<file path="config.mk">
export PLATFORM = sky130hd
export DESIGN_NAME = seg_scan_driver_flat
export DESIGN_NICKNAME = d
export VERILOG_FILES = /design/src/rtl/seg_scan_driver_if.sv /design/src/rtl/seg_scan_driver.sv /design/src/flat_wrapper.sv
export SDC_FILE = /design/constraint.sdc
export NUM_CORES = 1
export LEC_CHECK = 0
export ABC_AREA = 1
export CAP_MARGIN = 40
export CORE_MARGIN = 3
export CORE_UTILIZATION = 44
export CTS_CLUSTER_SIZE = 8
export DETAILED_ROUTE_END_ITERATION = 16
export PLACE_DENSITY_LB_ADDON = 0.2
export SYNTH_ARGS = -nofsm -noshare
export SYNTH_HDL_FRONTEND = slang
export SYNTH_SLANG_ARGS = --single-unit
export TNS_END_PERCENT = 30
</file>
<file path="constraint.sdc">
create_clock -name clk -period 1.6 [get_ports clk]
set_clock_uncertainty 0.1 [all_clocks]
set_input_delay 0.32 -clock clk [delete_from_list [all_inputs] [get_ports clk]]
set_output_delay 0.32 -clock clk [all_outputs]
set_load 0.01 [all_outputs]
</file>
<file path="src/rtl/seg_scan_driver_if.sv">
// Bus between the datapath and the 7-segment scan driver.
// Handshake: load is a valid-only strobe with no ready; data is captured on
// every rising edge where load=1 and the driver can never stall the writer.
// Display pins (seg, an, frame_tick) are driver outputs and are always valid.
interface seg_scan_driver_if #(
    parameter int NUM_DIGITS = 4
);
    logic                      enable;
    logic                      load;
    logic [4*NUM_DIGITS-1:0]   data;
    logic [NUM_DIGITS-1:0]     digit_en;
    logic [NUM_DIGITS-1:0]     blink;
    logic [6:0]                seg;
    logic [NUM_DIGITS-1:0]     an;
    logic                      frame_tick;

    modport master (
        output enable, load, data, digit_en, blink,
        input  seg, an, frame_tick
    );

    modport slave (
        input  enable, load, data, digit_en, blink,
        output seg, an, frame_tick
    );
endinterface

</file>
<file path="src/rtl/seg_scan_driver.sv">
// Time-multiplexed multi-digit hex 7-segment driver.
// A prescaler divides each digit slot into SCAN_DIV cycles; the first cycle of
// every slot is blanked to avoid ghosting. Loaded values sit in a pending
// register and are applied only at frame wrap, so a frame never tears; the very
// first load after reset is shown at once.
// Optional feature macro: SEG_BLINK_EN (per-digit blinking, BLINK_FRAMES frames
// per half-period). Without it the blink input is ignored.
module seg_scan_driver #(
    parameter int NUM_DIGITS   = 4,
    parameter int SCAN_DIV     = 1000,
    parameter int BLINK_FRAMES = 64
) (
    input  logic             clk,
    input  logic             rst_n,
    seg_scan_driver_if.slave bus
);
    localparam int IDX_W = (NUM_DIGITS > 1) ? $clog2(NUM_DIGITS) : 1;
    localparam int PRE_W = $clog2(SCAN_DIV);
    localparam int DW    = 4 * NUM_DIGITS;
    localparam logic [PRE_W-1:0] PRE_LAST = PRE_W'(SCAN_DIV - 1);
    localparam logic [IDX_W-1:0] IDX_LAST = IDX_W'(NUM_DIGITS - 1);

    logic [PRE_W-1:0]      presc_q, presc_d;
    logic [IDX_W-1:0]      idx_q, idx_d;
    logic [DW-1:0]         pend_q, pend_d;
    logic                  pend_valid_q, pend_valid_d;
    logic [DW-1:0]         shown_q, shown_d;
    logic                  loaded_q, loaded_d;
    logic [6:0]            seg_q, seg_d;
    logic [NUM_DIGITS-1:0] an_q, an_d;
    logic                  tick_q, tick_d;

    logic                  slot_last;
    logic                  frame_wrap;
    logic                  blink_hide;

    assign slot_last  = (presc_q == PRE_LAST);
    assign frame_wrap = bus.enable && slot_last && (idx_q == IDX_LAST);

    // Fixed hex font, seg[6:0] = {a,b,c,d,e,f,g}.
    function automatic logic [6:0] font(input logic [3:0] n);
        logic [6:0] s;
        s = 7'h00;
        case (n)
            4'h0: s = 7'h7E;
            4'h1: s = 7'h30;
            4'h2: s = 7'h6D;
            4'h3: s = 7'h79;
            4'h4: s = 7'h33;
            4'h5: s = 7'h5B;
            4'h6: s = 7'h5F;
            4'h7: s = 7'h70;
            4'h8: s = 7'h7F;
            4'h9: s = 7'h7B;
            4'hA: s = 7'h77;
            4'hB: s = 7'h1F;
            4'hC: s = 7'h4E;
            4'hD: s = 7'h3D;
            4'hE: s = 7'h4F;
            4'hF: s = 7'h47;
            default: s = 7'h00;
        endcase
        return s;
    endfunction

`ifdef SEG_BLINK_EN
    localparam int FC_W = (BLINK_FRAMES > 1) ? $clog2(BLINK_FRAMES) : 1;
    localparam logic [FC_W-1:0] FC_LAST = FC_W'(BLINK_FRAMES - 1);

    logic [FC_W-1:0] fcnt_q, fcnt_d;
    logic            phase_q, phase_d;

    // Frame counter: toggles blink phase every BLINK_FRAMES frame wraps.
    always_comb begin
        fcnt_d  = fcnt_q;
        phase_d = phase_q;
        if (frame_wrap) begin
            if (fcnt_q == FC_LAST) begin
                fcnt_d  = '0;
                phase_d = ~phase_q;
            end else begin
                fcnt_d = fcnt_q + 1'b1;
            end
        end
    end

    // Blink state register.
    always_ff @(posedge clk or negedge rst_n) begin
        if (!rst_n) begin
            fcnt_q  <= '0;
            phase_q <= 1'b0;
        end else begin
            fcnt_q  <= fcnt_d;
            phase_q <= phase_d;
        end
    end

    assign blink_hide = phase_q & bus.blink[idx_q];
`else
    logic unused_blink;
    assign unused_blink = ^bus.blink;
    assign blink_hide   = 1'b0;
`endif

    // Scan position, shadowed display value and next registered outputs.
    always_comb begin
        presc_d      = presc_q;
        idx_d        = idx_q;
        pend_d       = pend_q;
        pend_valid_d = pend_valid_q;
        shown_d      = shown_q;
        loaded_d     = loaded_q;
        seg_d        = 7'h00;
        an_d         = '0;
        tick_d       = 1'b0;

        if (bus.enable) begin
            if (slot_last) begin
                presc_d = '0;
                idx_d   = (idx_q == IDX_LAST) ? '0 : idx_q + 1'b1;
            end else begin
                presc_d = presc_q + 1'b1;
            end
            tick_d = frame_wrap;
            // First cycle of a slot is the anti-ghosting gap.
            if ((presc_q != '0) && bus.digit_en[idx_q] && !blink_hide) begin
                an_d  = NUM_DIGITS'(1) << idx_q;
                seg_d = font(shown_q[{idx_q, 2'b00} +: 4]);
            end
        end

        // Wrap applies the value pending before this edge; a load on the same
        // edge lands in pending for the next wrap.
        if (frame_wrap && pend_valid_q) begin
            shown_d      = pend_q;
            pend_valid_d = 1'b0;
        end

        if (bus.load) begin
            if (!loaded_q) begin
                shown_d  = bus.data;
                loaded_d = 1'b1;
            end else begin
                pend_d       = bus.data;
                pend_valid_d = 1'b1;
            end
        end
    end

    // State and output registers.
    always_ff @(posedge clk or negedge rst_n) begin
        if (!rst_n) begin
            presc_q      <= '0;
            idx_q        <= '0;
            pend_q       <= '0;
            pend_valid_q <= 1'b0;
            shown_q      <= '0;
            loaded_q     <= 1'b0;
            seg_q        <= 7'h00;
            an_q         <= '0;
            tick_q       <= 1'b0;
        end else begin
            presc_q      <= presc_d;
            idx_q        <= idx_d;
            pend_q       <= pend_d;
            pend_valid_q <= pend_valid_d;
            shown_q      <= shown_d;
            loaded_q     <= loaded_d;
            seg_q        <= seg_d;
            an_q         <= an_d;
            tick_q       <= tick_d;
        end
    end

    assign bus.seg        = seg_q;
    assign bus.an         = an_q;
    assign bus.frame_tick = tick_q;
endmodule

</file>
<file path="src/flat_wrapper.sv">
// flat-port wrapper written by rule: the top's interface ports become plain ports
module seg_scan_driver_flat 
#(
    parameter int NUM_DIGITS   = 4,
    parameter int SCAN_DIV     = 1000,
    parameter int BLINK_FRAMES = 64
)
  (clk, rst_n, bus_enable, bus_load, bus_data, bus_digit_en, bus_blink, bus_seg, bus_an, bus_frame_tick);
  seg_scan_driver_if #(.NUM_DIGITS(NUM_DIGITS)) bus_i ();
  input  logic clk;
  input  logic rst_n;
  input wire logic [$bits(bus_i.enable)-1:0] bus_enable;
  input wire logic [$bits(bus_i.load)-1:0] bus_load;
  input wire logic [$bits(bus_i.data)-1:0] bus_data;
  input wire logic [$bits(bus_i.digit_en)-1:0] bus_digit_en;
  input wire logic [$bits(bus_i.blink)-1:0] bus_blink;
  output wire logic [$bits(bus_i.seg)-1:0] bus_seg;
  output wire logic [$bits(bus_i.an)-1:0] bus_an;
  output wire logic [$bits(bus_i.frame_tick)-1:0] bus_frame_tick;
  assign bus_i.enable = bus_enable;
  assign bus_i.load = bus_load;
  assign bus_i.data = bus_data;
  assign bus_i.digit_en = bus_digit_en;
  assign bus_i.blink = bus_blink;
  assign bus_seg = bus_i.seg;
  assign bus_an = bus_i.an;
  assign bus_frame_tick = bus_i.frame_tick;
  seg_scan_driver #(.NUM_DIGITS(NUM_DIGITS), .SCAN_DIV(SCAN_DIV), .BLINK_FRAMES(BLINK_FRAMES)) u_core (.clk(clk), .rst_n(rst_n), .bus(bus_i));
endmodule
</file>
Word level (Yosys, flattened, before mapping)
Memory sizes are Yosys's and may differ from the RTL's.
Index checks and enable logic that the tools add are counted.
{"block": "totals", "word_cells": 39, "n_memories": 1, "romBits": 112, "output_inout_bits": 12, "reg_bits": 58}
{"block": "op_classes", "mux": 15, "n_addsub": 2, "n_eq_ne": 2, "shifts": 2, "n_lt_le_gt_ge": 1, "reduce_logical": 7}
{"memory": "(name not given)", "depth": 16, "width": 7, "rd": 1, "rd_clocked_by_memory_dff": 0, "wr": 0, "line_no": "seg_scan_driver.sv:44", "source": "case (n)"}
{"operator": "$mux W16", "count": 3}
{"operator": "$shiftx A16 B5 Y4", "count": 1}
{"operator": "$mux W7", "count": 2}
{"operator": "$add A10 B1 Y10 const B", "count": 1}
{"operator": "$eq A10 B10 Y1 const B", "count": 1}
{"operator": "$mux W10", "count": 1}
{"operator": "$reduce_bool A10 Y1", "count": 1}
{"operator": "$mux W4", "count": 2}
{"operator": "$mux W1", "count": 5}
{"operator": "$logic_and A1 B1 Y1", "count": 4}
{"operator": "$reduce_and A2 Y1", "count": 2}
{"operator": "$shl A1 B2 Y4 const A", "count": 1}
{"operator": "$lt A2 B3 Y1 const B", "count": 1}
{"operator": "$add A2 B1 Y2 const B", "count": 1}
{"operator": "$bmux W1 S2", "count": 1}
{"operator": "$eq A2 B2 Y1 const B", "count": 1}
{"operator": "$mux W2", "count": 1}

Logic depth before layout (Yosys ltp)
{"block": "depth", "depth_word": 7, "mapped_depth": 15, "ltp_nobuf": 14}

Worst setup path after synthesis
Ideal clock, no wire load.
{"block": "synth_path", "kind": "register to register", "startpoint": "register u_core.idx_q[0]", "endpoint": "register u_core.seg_q[6], in the netlist u_core.bus.seg[6]", "setup_ps": 113, "t_arrival_ps": 1487, "path_stages_with_launch": 15, "slack_ps": -100, "synth_period_minus_slack_ps": 1700, "path_cell_list": "dfrtp_1 -> inv_2 -> buf_4 -> nand2_1 -> nand3_1 -> nand2_1 -> inv_1 -> ha_1 -> inv_1 -> nand2_1 -> nand2_1 -> nand2_1 -> nand2_1 -> nand2_1 -> inv_1"}
{"block": "synth_between", "elab_chain_len": 5, "word_cells_on_any_way": 7, "classes_between": "shift (1); mux (4); reduce/logical (1); memory (1)"}
{"element": "from (decl)", "line_no": "seg_scan_driver.sv:24", "source": "logic [IDX_W-1:0] idx_q, idx_d;"}
{"element": "from (signal assigned)", "line_no": "seg_scan_driver.sv:164", "source": "idx_q <= idx_d;"}
{"element": "branches (longest 3 deep; another with $mem_v2 Z16 W7)"}
{"element": "$mux W7 (*)", "line_no": "seg_scan_driver.sv:126", "source": "if ((presc_q != '0) && bus.digit_en[idx_q] && !blink_hide) begin"}
{"element": "$mux W7 (*)", "line_no": "seg_scan_driver.sv:117", "source": "if (bus.enable) begin"}
{"element": "named net u_core.seg_d[6]", "line_no": "seg_scan_driver.sv:29", "source": "logic [6:0] seg_q, seg_d;"}
{"element": "to (signal assigned)", "line_no": "seg_scan_driver.sv:169", "source": "seg_q <= seg_d;"}
{"element": "to (decl)", "line_no": "seg_scan_driver.sv:29"}
Mark *: on every way through the listed nets, which the timed path passes. The select of a mux whose other input is x is not followed.
A chain may end at the register's enable or synchronous reset.

Worst setup path after layout
Ends and elaborated chain as after synthesis.

==> flow_summary.json <==
{
  "status": "finished, violations left",
  "violations": "setup timing",
  "min-delay-start": "u_core.pend_q[10]$_DFFE_PN0P_",
  "ant_nets": 0,
  "synth_edf_count": 0,
  "post_drt_wl_per_cell_um": 12.4,
  "cts.sinks": 58,
  "grt_pass1_vias": 2611,
  "antenna_found_initial": 0,
  "relSlewSlack_pct": 66.0,
  "finalHoldViolations": 0,
  "avgSynthCellArea_um2": 7.61,
  "async_flop_share_pct": 100,
  "cp.arrival_ps": 1820,
  "final_cell_mix": "nand2_1, inv_1, dfrtp_1",
  "layout_commonest_cell": "nand2_1",
  "power_mw": 4.25,
  "drc": 0,
  "r2r-end": "u_core.bus.seg[6]$_DFF_PN0_",
  "clk_pin_slew_ps": 70,
  "power_density_nw_per_um2": 1010,
  "r2r_cells": 12,
  "yosys_warnings": 0,
  "dr.pass1.iters": 4,
  "min_period_ps": 1680,
  "fp-row-count": 29,
  "hold_path_class": "reg -> reg",
  "vias_per_cell": 4.74,
  "h-tree-depth": 3,
  "fp.coreArea_um2": 6600,
  "start_util_pct": 47.0,
  "drv_cap": 0,
  "fmax_mhz": 596,
  "hold_ws_ps": 414,
  "hold_end": "u_core.pend_q[10]$_DFFE_PN0P_",
  "ys_seq_elements": 58,
  "ir_drop_mv": 0.491,
  "routabilityCongestion": 0.820,
  "grt_overflow": 0,
  "fp.dieW_um": 90.0,
  "max-clock-path-buffers": 2,
  "min_path_cells": 2,
  "numCtsBuffers": 9,
  "fin_util_pct": 63.9,
  "synth_fp_nets": 448,
  "path_class": "reg -> reg",
  "crit_required_ps": 1750,
  "seq_area_frac_synth_pct": 46.8,
  "slew_viol_final": 0,
  "clk_latency_ps": 340,
  "cts_tree": "yes",
  "grt_max_degree": 59,
  "crit_fanout": 8,
  "rsz0062_at_grt": "true",
  "start_kind": "register",
  "io_pins": 40,
  "end_kind": "register",
  "syn_inst": 408,
  "ys.flop_type": "dfrtp_1",
  "synthToLayoutAreaGrowth_pct": 36.0,
  "reg2reg_slack_ps": -80,
  "grt_pass1_wl_mm": 11.6,
  "nets": 516,
  "p_leak_nw": 2.21,
  "final.setup.worst_slack_ps": -78.2,
  "period_share_pct": 105,
  "drive_above_1_share_pct": 22.0,
  "grt_usage_pct": 17.4,
  "hpwl_mm": 4.62,
  "first_iter_violations": 80,
  "die_area_um2": 8100,
  "yosysUniqueCellTypes": 27,
  "antenna_cells": 0,
  "syn_area_um2": 3100,
  "reg2reg_from": "u_core.idx_q[0]$_DFFE_PN0N_",
  "cts-root-buf": "clkbuf_8",
  "io_buffers": 35,
  "wl_mm": 7.13,
  "worst_pin_slew_ps": 509,
  "die_y_um": 90.0,
  "vias": 2723,
  "setup_violations": 14
}
[cell usage after synthesis, types with 4 or more instances]
cell type / count / area (µm²)
a21oi_1: 26 / 130
clkbuf_1: 6 / 22.5
dfrtp_1: 58 / 1450
ha_1: 12 / 150
inv_1: 61 / 229
inv_2: 6 / 22.5
nand2_1: 117 / 439
nand2_2: 4 / 25.0
nand3_1: 33 / 165
nand4_1: 17 / 106
nor2_1: 38 / 143
o21ai_0: 8 / 40.0
[through the flow]
step           std cells  TNS, ps  worst slack (ps)  instance area, µm²
6_report             574     -393             -78.2                4220
5_1_grt              574    -2720              -185                4220
4_1_cts              570    -76.1             -24.4                4060
3_5_place_dp         551    -3490              -223                3760
3_3_place_gp         551    -2850              -158                3760
2_1_floorplan        408    -79.1             -12.3                3110
[layout make-up]
class / count / area, µm²
clock buffers: 11 / 151
clock inverters: 5 / 52.6
fillers: 608 / 2380
inverters: 68 / 270
multi-input cells: 270 / 1500
flip-flops and latches: 58 / 1450
well taps: 93 / 116
repair buffers: 69 / 678
[kinds of logic after synthesis]
logic type,Yosys count,synth area share (%)
buf+inv,81,10.6
compound gates,36,5.89
simple gates,219,31.3
xor+xnor,2,0.565
fa+ha+maj,12,4.84
flops,58,46.8
[routing by layer]
metal / part of all wire, % / wire length, µm / track usage, %
met1: 45 / 3210 / 22.2
met2: 49 / 3520 / 28.6
met3: 3.6 / 259 / 3.17
met4: 2.0 / 140 / 8.29
met5: 0 / 0 / 0
[worst max-delay path, stage by stage, from the launching register on]
cell and delay, ps:
dfrtp_2 450, buf_6 150, nand2_2 50, nand2_1 40, nand2_1 70, nand2_2 90
inv_4 100, ha_4 160, nand2_1 70, nor2_2 140, nor2_1 60, nand2_1 60
inv_1 30
[worst max-delay path by stage]
stage,start,end,slack [ps],depth (start not counted)
2_1_floorplan,u_core.idx_q[0]$_DFFE_PN0N_,u_core.bus.seg[6]$_DFF_PN0_,-10,14
3_3_place_gp,bus_enable,u_core.presc_q[9]$_DFFE_PN0P_,-160,8
3_5_place_dp,bus_enable,u_core.presc_q[9]$_DFFE_PN0P_,-220,7
4_1_cts,u_core.idx_q[0]$_DFFE_PN0N_,u_core.bus.seg[6]$_DFF_PN0_,-20,12
5_1_grt,u_core.idx_q[0]$_DFFE_PN0N_,u_core.bus.seg[6]$_DFF_PN0_,-180,12
6_report,u_core.idx_q[0]$_DFFE_PN0N_,u_core.bus.seg[6]$_DFF_PN0_,-80,12
[power by group]
group	internal, mW	leakage [nW]	switching (mW)
Clock	0.795	0.105	0.607
Sequential	1.68	0.680	0.155
Combinational	0.434	1.43	0.578
[registers in the layout, indices dropped and copies added, names as in the netlist]
| signal | cells |
|---|---|
| u_core.pend_q | 16 |
| u_core.shown_q | 16 |
| u_core.presc_q | 10 |
| u_core.bus.seg | 7 |
| u_core.bus.an | 4 |
| u_core.idx_q | 2 |
| u_core.bus.frame_tick | 1 |
| u_core.loaded_q | 1 |
| u_core.pend_valid_q | 1 |
[what timing repair did]
action                     4_1_cts  5_1_grt
pin swaps                       14       18
gates resized for setup         36       33
gates cloned                     0        2
setup endpoints to repair       21       30
hold endpoints to repair        58        0
buffers inserted                 3        2
hold buffers                     1        0
Note: power is estimated with default switching activity, not from simulation.
